File: src/rtl/conv_window_gen.sv
// conv_window_gen
// Streaming KxK sliding-window generator for the convolution MAC stage.
// Pixels arrive one per cycle in raster order. K-1 line buffers hold the
// previous rows, and a KxK shift register assembles each window. One window
// is presented for every valid stride-1, unpadded convolution position.
//
// Ports
//   clk        clock, all state on the rising edge
//   rst        asynchronous active-high reset
//   pix_in     incoming pixel (unsigned, raster order)
//   pix_valid  pix_in is valid
//   pix_ready  pixel accepted this cycle (combinational)
//   window     current window [r][c], r=0 is the top row, c=0 is the leftmost column
//   win_valid  window holds a complete convolution window
//   win_ready  downstream consumes the window this cycle
//   win_last   final window of the frame (qualified by win_valid)
module conv_window_gen #(
    parameter int unsigned KERNEL_SIZE = 3,
    parameter int unsigned DATA_WIDTH  = 8,
    parameter int unsigned IMG_WIDTH   = 28,
    parameter int unsigned IMG_HEIGHT  = 28
) (
    input  logic                  clk,
    input  logic                  rst,
    input  logic [DATA_WIDTH-1:0] pix_in,
    input  logic                  pix_valid,
    output logic                  pix_ready,
    output logic [DATA_WIDTH-1:0] window [0:KERNEL_SIZE-1][0:KERNEL_SIZE-1],
    output logic                  win_valid,
    input  logic                  win_ready,
    output logic                  win_last
);

    localparam int unsigned COL_W = (IMG_WIDTH  > 1) ? $clog2(IMG_WIDTH)  : 1;
    localparam int unsigned ROW_W = (IMG_HEIGHT > 1) ? $clog2(IMG_HEIGHT) : 1;
    localparam int unsigned NLB   = KERNEL_SIZE - 1;

    logic [COL_W-1:0]      r_col;
    logic [ROW_W-1:0]      r_row;
    logic [DATA_WIDTH-1:0] r_lb  [0:NLB-1][0:IMG_WIDTH-1];
    logic [DATA_WIDTH-1:0] r_win [0:KERNEL_SIZE-1][0:KERNEL_SIZE-1];
    logic                  r_win_valid;
    logic                  r_win_last;

    logic                  w_accept;
    logic                  w_col_end;
    logic                  w_row_end;
    logic                  w_complete;
    logic                  w_frame_end;
    logic [DATA_WIDTH-1:0] w_tap [0:NLB-1];

    // Backpressure: a pending window that is not being consumed blocks input.
    assign pix_ready   = !r_win_valid || win_ready;
    assign w_accept    = pix_valid && pix_ready;
    assign w_col_end   = (r_col == COL_W'(IMG_WIDTH - 1));
    assign w_row_end   = (r_row == ROW_W'(IMG_HEIGHT - 1));
    assign w_frame_end = w_col_end && w_row_end;
    // Only positions whose window lies fully inside the frame complete a window.
    assign w_complete  = w_accept
                       && (r_row >= ROW_W'(KERNEL_SIZE - 1))
                       && (r_col >= COL_W'(KERNEL_SIZE - 1));

    // Raster position of the pixel being accepted.
    always_ff @(posedge clk or posedge rst) begin
        if (rst) begin
            r_col <= '0;
            r_row <= '0;
        end else if (w_accept) begin
            if (w_col_end) begin
                r_col <= '0;
                r_row <= w_row_end ? '0 : r_row + ROW_W'(1);
            end else begin
                r_col <= r_col + COL_W'(1);
            end
        end
    end

    // Line-buffer taps at the current column; tap k is the pixel from row-(K-1-k).
    always_comb begin
        for (int k = 0; k < NLB; k++) begin
            w_tap[k] = r_lb[k][r_col];
        end
    end

    // Line buffers shift upward by one row at the accepted column. They are not
    // reset: stale rows never reach a valid window.
    always_ff @(posedge clk) begin
        if (w_accept) begin
            for (int k = 0; k < NLB - 1; k++) begin
                r_lb[k][r_col] <= r_lb[k+1][r_col];
            end
            r_lb[NLB-1][r_col] <= pix_in;
        end
    end

    // Window shift register: shift left, load the new rightmost column.
    always_ff @(posedge clk or posedge rst) begin
        if (rst) begin
            for (int r = 0; r < KERNEL_SIZE; r++) begin
                for (int c = 0; c < KERNEL_SIZE; c++) begin
                    r_win[r][c] <= '0;
                end
            end
        end else if (w_accept) begin
            for (int r = 0; r < KERNEL_SIZE; r++) begin
                for (int c = 0; c < KERNEL_SIZE - 1; c++) begin
                    r_win[r][c] <= r_win[r][c+1];
                end
            end
            for (int r = 0; r < KERNEL_SIZE - 1; r++) begin
                r_win[r][KERNEL_SIZE-1] <= w_tap[r];
            end
            r_win[KERNEL_SIZE-1][KERNEL_SIZE-1] <= pix_in;
        end
    end

    // Output handshake: set on completion, cleared on consume, held on stall.
    always_ff @(posedge clk or posedge rst) begin
        if (rst) begin
            r_win_valid <= 1'b0;
            r_win_last  <= 1'b0;
        end else if (w_complete) begin
            r_win_valid <= 1'b1;
            r_win_last  <= w_frame_end;
        end else if (win_ready) begin
            r_win_valid <= 1'b0;
            r_win_last  <= 1'b0;
        end
    end

    assign win_valid = r_win_valid;
    assign win_last  = r_win_last;

    for (genvar gr = 0; gr < KERNEL_SIZE; gr++) begin : g_win_row
        for (genvar gc = 0; gc < KERNEL_SIZE; gc++) begin : g_win_col
            assign window[gr][gc] = r_win[gr][gc];
        end
    end

endmodule

File: config.mk
export PLATFORM = sky130hd
export DESIGN_NAME = conv_window_gen
export DESIGN_NICKNAME = d
export VERILOG_FILES = /design/src/rtl/conv_window_gen.sv
export SDC_FILE = /design/constraint.sdc
export NUM_CORES = 1
export LEC_CHECK = 0
export BUFFER_PORTS_ARGS = -buffer_cell sky130_fd_sc_hd__buf_2
export CAP_MARGIN = 0
export CORE_AREA = 2 2 197 199
export CTS_CLUSTER_DIAMETER = 100
export DETAILED_ROUTE_END_ITERATION = 8
export DIE_AREA = 0 0 199 201
export PLACE_DENSITY = 0.73
export RECOVER_POWER = 25
export SLEW_MARGIN = 40
export SYNTH_ARGS = -nofsm -noshare
export SYNTH_HDL_FRONTEND = slang
export SYNTH_SLANG_ARGS = --single-unit
File: constraint.sdc
create_clock -name clk -period 2.35 [get_ports clk]
set_input_delay 0.1175 -clock clk [delete_from_list [all_inputs] [get_ports clk]]
set_output_delay 0.1175 -clock clk [all_outputs]
set_load 0.005 [all_outputs]
After elaboration in Yosys (flattened, before gate mapping)
Memories as Yosys holds them, arrays and structs flattened.
Cells that the tools add are included.
Widths: inputs -> output; s select.
- register bits after elaboration: 84
- bits in writable memories: 448
- input bits: 12
- output and inout bits: 75
- word-level logic and storage cells: 47
- memories kept: 1
- memory list (memory ; words ; bits a word ; read ports ; clocked after Yosys merged registers in ; write ports ; line ; RTL):
    r_lb ; 2 ; 224 ; 2 ; 0 ; 2 ; 40 ; logic [DATA_WIDTH-1:0] r_lb [0:NLB-1][0:IMG_WIDTH-1];
- add/subtract/negate cells: 2
- order comparisons: 4
- eq/ne operators: 2
- muxes and demuxes: 15
- bitwise operators: 1
- reduce and logical (&&, ||, !) cells: 9
- operators with widths (kind ; count):
    $mux 224 ; 1
    $bmux 8 s5 ; 2
    $demux 8 s5 ; 1
    $mux 8 ; 5
    $add 5x1->5 const B ; 2
    $eq 5x5->1 const B ; 2
    $ge 5x2->1 const B ; 2
    $mux 5 ; 2
    $ge 6x6->1 const B ; 1
    $lt 6x1->1 const B ; 1
    $not 5->6 ; 1
    $logic_and 1x1->1 ; 5
    $mux 1 ; 4
    $reduce_and 2->1 ; 1
    $reduce_bool 2->1 ; 1
    $logic_not 1->1 ; 1
    $logic_or 1x1->1 ; 1

Longest topological paths before layout
- depth after elaboration: 6
- depth in mapped cells: 9
- gate-level depth less buffers: 7

Worst setup path after synthesis
OpenSTA, ideal clock, no wires.
- path type: reg-to-reg
- start: reg r_win_valid (netlist: win_valid)
- end: mem r_lb[0][120] (netlist name), enable pin
- setup time: 388 ps
- data arrival time: 2120 ps
- required time: 1962 ps
- slack: -159 ps
- stages on the path, launching flop included: 8
- path buffers: 3
- clock period less this slack: 2509 ps
- cells stage by stage: dfrtp_1 > nand2b_1 > clkbuf_1 > and2_1 > clkbuf_1 > buf_1 > nand2_1 > nor2_1
- RTL lines (item ; line ; RTL):
    start: declaration ; 42 ; logic r_win_valid;
    start signal: assignment ; 120 ; r_win_valid <= 1'b0;
    start signal: assignment ; 123 ; r_win_valid <= 1'b1;
    start signal: assignment ; 126 ; r_win_valid <= 1'b0;
    end: declaration ; 40 ;

==> out/qor.csv <==
stage,metric,value,unit
logic_synthesis,synthArstFlopShare,15.8,%
setup_path,crit_path_end_kind,register,
power,p_clk_share,23.4,%
floorplanning,start_util,54.3,%
setup_path,r2r_slack,-0.05,ns
logic_synthesis,syn_avg_cell_area,17.2,um2
setup_path,crit_fanout,6,
route,vias,12300,
cells_and_area,fin_nets,1486,
global_route,overflow,0,
setup_path,crit_type,register to register,
placed_design,post_dp_cell_area,23100,um2
route,postRouteAntennaNets,0,
setup_path,worstPathCellList,buf_12 -> buf_12 -> or4b_4 -> buf_4 -> o22ai_1 -> a211o_4 -> buf_12 -> buf_12,
timing,maxSlewHeadroom,0.647,%
route,totalWireLength,52700,um
logic_synthesis,seq_area_frac_synth,75.2,%
clock_tree,cts_buffers,52,
cells_and_area,layout-drive-gt1-share,29.5,%
setup_path,crit_buf_inv,5,
setup_path,crit_family,buffers and inverters,
clock_tree,ctsRootBufferMaster,clkbuf_16,
power,p_sw,0.0109,W
route,first_pass_iters,6,
setup_path,max_stage_delay,0.57,ns
timing,finClkSkew,0.0236,ns
logic_synthesis,synth-edff-count,448,
cells_and_area,area_growth,22.2,%
timing,drv_slew,0,
status,status,finished with violations,
setup_path,crit_top_cell,buf_12,
timing,hold-worst-slack,0.366,ns
global_route,top_usage_layer,met2,
placed_design,dp_slack,-0.0944,ns
global_route,grt_util_met3,5.71,%
timing,hold_violations,0,
placed_design,dp_hpwl,33300,um
timing,rsz0062_at_grt,true,
setup_path,r2r-end,r_lb[0][167]$_DFFE_PP_,
route,routedWlPerCell,26.0,um
setup_path,cp.depth,8,
logic_synthesis,synth-seq-cells,532,
worst_hold_path,min_from,win_ready,
global_route,track_usage,25.9,%
setup_path,cp_slowest_cell,or4b_4,
route,via_per_inst,6.05,
floorplanning,die_y,201,um
clock_tree,insertion_delay,0.61,ns
worst_hold_path,holdPathEnd,win_last$_DFFE_PP0P_,
power,netSwitchingFraction,32.1,%
status,violations,"max-capacitance violations, negative setup slack",
floorplanning,core,38100,um2
cells_and_area,n_antenna_cell,0,
power,power.internal,0.0231,W
placed_design,portBuffers,86,
route,drtIter0Drc,1392,
floorplanning,rows,72,
clock_tree,tritoncts,done,
timing,worst_pin_slew,1.49,ns
setup_path,required,2.82,ns
clock_tree,path_clk_slew,0.06,ns
global_route,antenna_found_initial,0,
logic_synthesis,synth_warnings,0,
global_route,grt_util_met2,40.8,%
flow_run,drv_cap,1,
timing,min_period,2.40,ns
logic_synthesis,synth_nets,1222,
logic_synthesis,ys.flop_type,edfxtp_1,
timing,timing.final.ws_setup,-0.0516,ns
setup_path,startpoint_type,register,
clock_tree,clockBufferDepth,3,
cells_and_area,fin_area,25300,um2
logic_synthesis,syn_inst,1204,
power,combPwrFrac,36.8,%
power,power_density,1350,nW/um2
route,drc_errors,0,
floorplanning,io_pins,87,
worst_hold_path,min_path_cells,4,
global_route,use_met1,35.8,%
power,ir_drop,0.000699,V
setup_path,worstPathArrival,2.87,ns
power,leakage,9.34,nW
power,p_seq_share,39.8,%
global_route,grt_max_degree,53,
setup_path,reg2regPathDepth,8,
global_route,grt_pass1_vias,12000,
timing,period_share,102,%
worst_hold_path,hold_class,primary input to register,
floorplanning,die_w,199,um
logic_synthesis,ys_types,51,
timing,max_freq,0.416,GHz
logic_synthesis,synth_area,20700,um2
cells_and_area,nFillCells,2480,
clock_tree,cts.sinks,532,
timing,setup_viol,67,
global_route,grt_pass1_wl,74800,um
floorplanning,die-area,40000,um2
placed_design,gp_congestion,0.854,
setup_path,r2r_start,r_col[0]$_DFFE_PP0P_,
clock_tree,h-tree-depth,2,
[registers in the layout (all words and copies together), names as in the netlist]
name       flops
r_col          5
r_lb         448
r_row          5
win_last       1
win_valid      1
window        72
[cells in the mapped netlist, drive strengths merged (12+ instances only)]
cell type	count	area share [%]
dfrtp	84	10
mux2i	94	4.5
o22ai	29	0.88
buf	50	1.5
nand2	199	3.6
edfxtp	448	65
nand3	12	0.29
a22oi	17	0.62
nor3	13	0.31
mux2	13	0.74
o21ai	14	0.34
nor2	54	0.98
clkbuf	14	0.25
mux4	65	7.1
[cell families after synthesis]
group,Yosys count,share of synthesized area [%]
DFF,532,75.2
and+or+nand+nor,325,6.85
muxes,172,12.4
AOI/OAI and AO/OA,99,3.24
buffers and inverters,69,1.86
adders and majority gates,6,0.363
xor gates and xnor gates,1,0.0424
[final cells by class]
class / count / area, um2 / area share [%]
Inverter: 5 / 20.0 / 0.0792
Sequential cell: 532 / 15600 / 61.6
Clock buffer: 75 / 1450 / 5.73
Timing Repair Buffer: 274 / 2460 / 9.73
Tap cell: 518 / 648 / 2.56
Clock inverter: 19 / 166 / 0.658
Multi-Input combinational cell: 603 / 4980 / 19.7
[tightest hold or removal path, cell delays in order]
cell,delay [ns]
dlygate4sd3_1,0.54
buf_2,0.11
nand2b_1,0.09
o21ai_0,0.07
[cells in the final DEF, fill, tap and decap left out, types with 13 or more instances in the layout]
master,synthesis,layout
mux2i_1,94,93
nor2_1,54,52
dfrtp_1,84,82
clkbuf_1,14,26
edfxtp_1,448,448
clkbuf_16,0,59
o22ai_1,29,23
nand2_1,199,198
mux4_2,62,63
nor3_1,13,13
buf_12,1,34
buf_4,12,131
buf_2,28,78
[metrics by stage]
stage	setup TNS (ns)	total power, W	std cells	util (%)
floorplan	-51.30	0.0190	1204	-
CTS	-0.116	0.0323	2013	65.2
finish	-1.31	0.0340	2026	66.3
global placement	-2.62	0.0239	1911	60.6
detailed placement	-4.98	0.0242	1911	60.6
global route	-2.33	0.0351	2026	66.3
[power groups by stage]
stage / registers (W) / logic [W] / clock network [W]
after floorplan: 0.0136 / 0.00546 / 0
after global placement: 0.0137 / 0.0102 / 0
after detailed placement: 0.0137 / 0.0104 / 0
after CTS: 0.0136 / 0.0107 / 0.00805
after global routing: 0.0136 / 0.0131 / 0.00844
final: 0.0135 / 0.0125 / 0.00797
[metal layers]
layer,wire length [um],vias to the layer above
met3,5250,102
met2,24600,742
met5,0,-
met4,2080,0
met1,20800,6230
li1,-,5177
[worst max path at each step]
stage	slack, ns	end	start
floorplan	-0.16	r_lb[0][120]$_DFFE_PP_	win_valid$_DFFE_PP0P_
global placement	-0.05	r_lb[0][53]$_DFFE_PP_	r_col[0]$_DFFE_PP0P_
detailed placement	-0.09	r_lb[0][53]$_DFFE_PP_	r_col[0]$_DFFE_PP0P_
CTS	-0.02	window[26]$_DFFE_PP0P_	r_col[0]$_DFFE_PP0P_
global route	-0.05	window[25]$_DFFE_PP0P_	r_col[0]$_DFFE_PP0P_
finish	-0.05	r_lb[0][167]$_DFFE_PP_	r_col[0]$_DFFE_PP0P_
[repair_timing]
action	CTS	global route
hold buffers	4	0
buffers inserted	3	7
pin swaps	1	10
gates cloned	1	7
setup endpoints to repair	102	190
endpoints found under the hold margin	87	0
gates resized for setup	5	41
(Power assumes the default switching activity.)
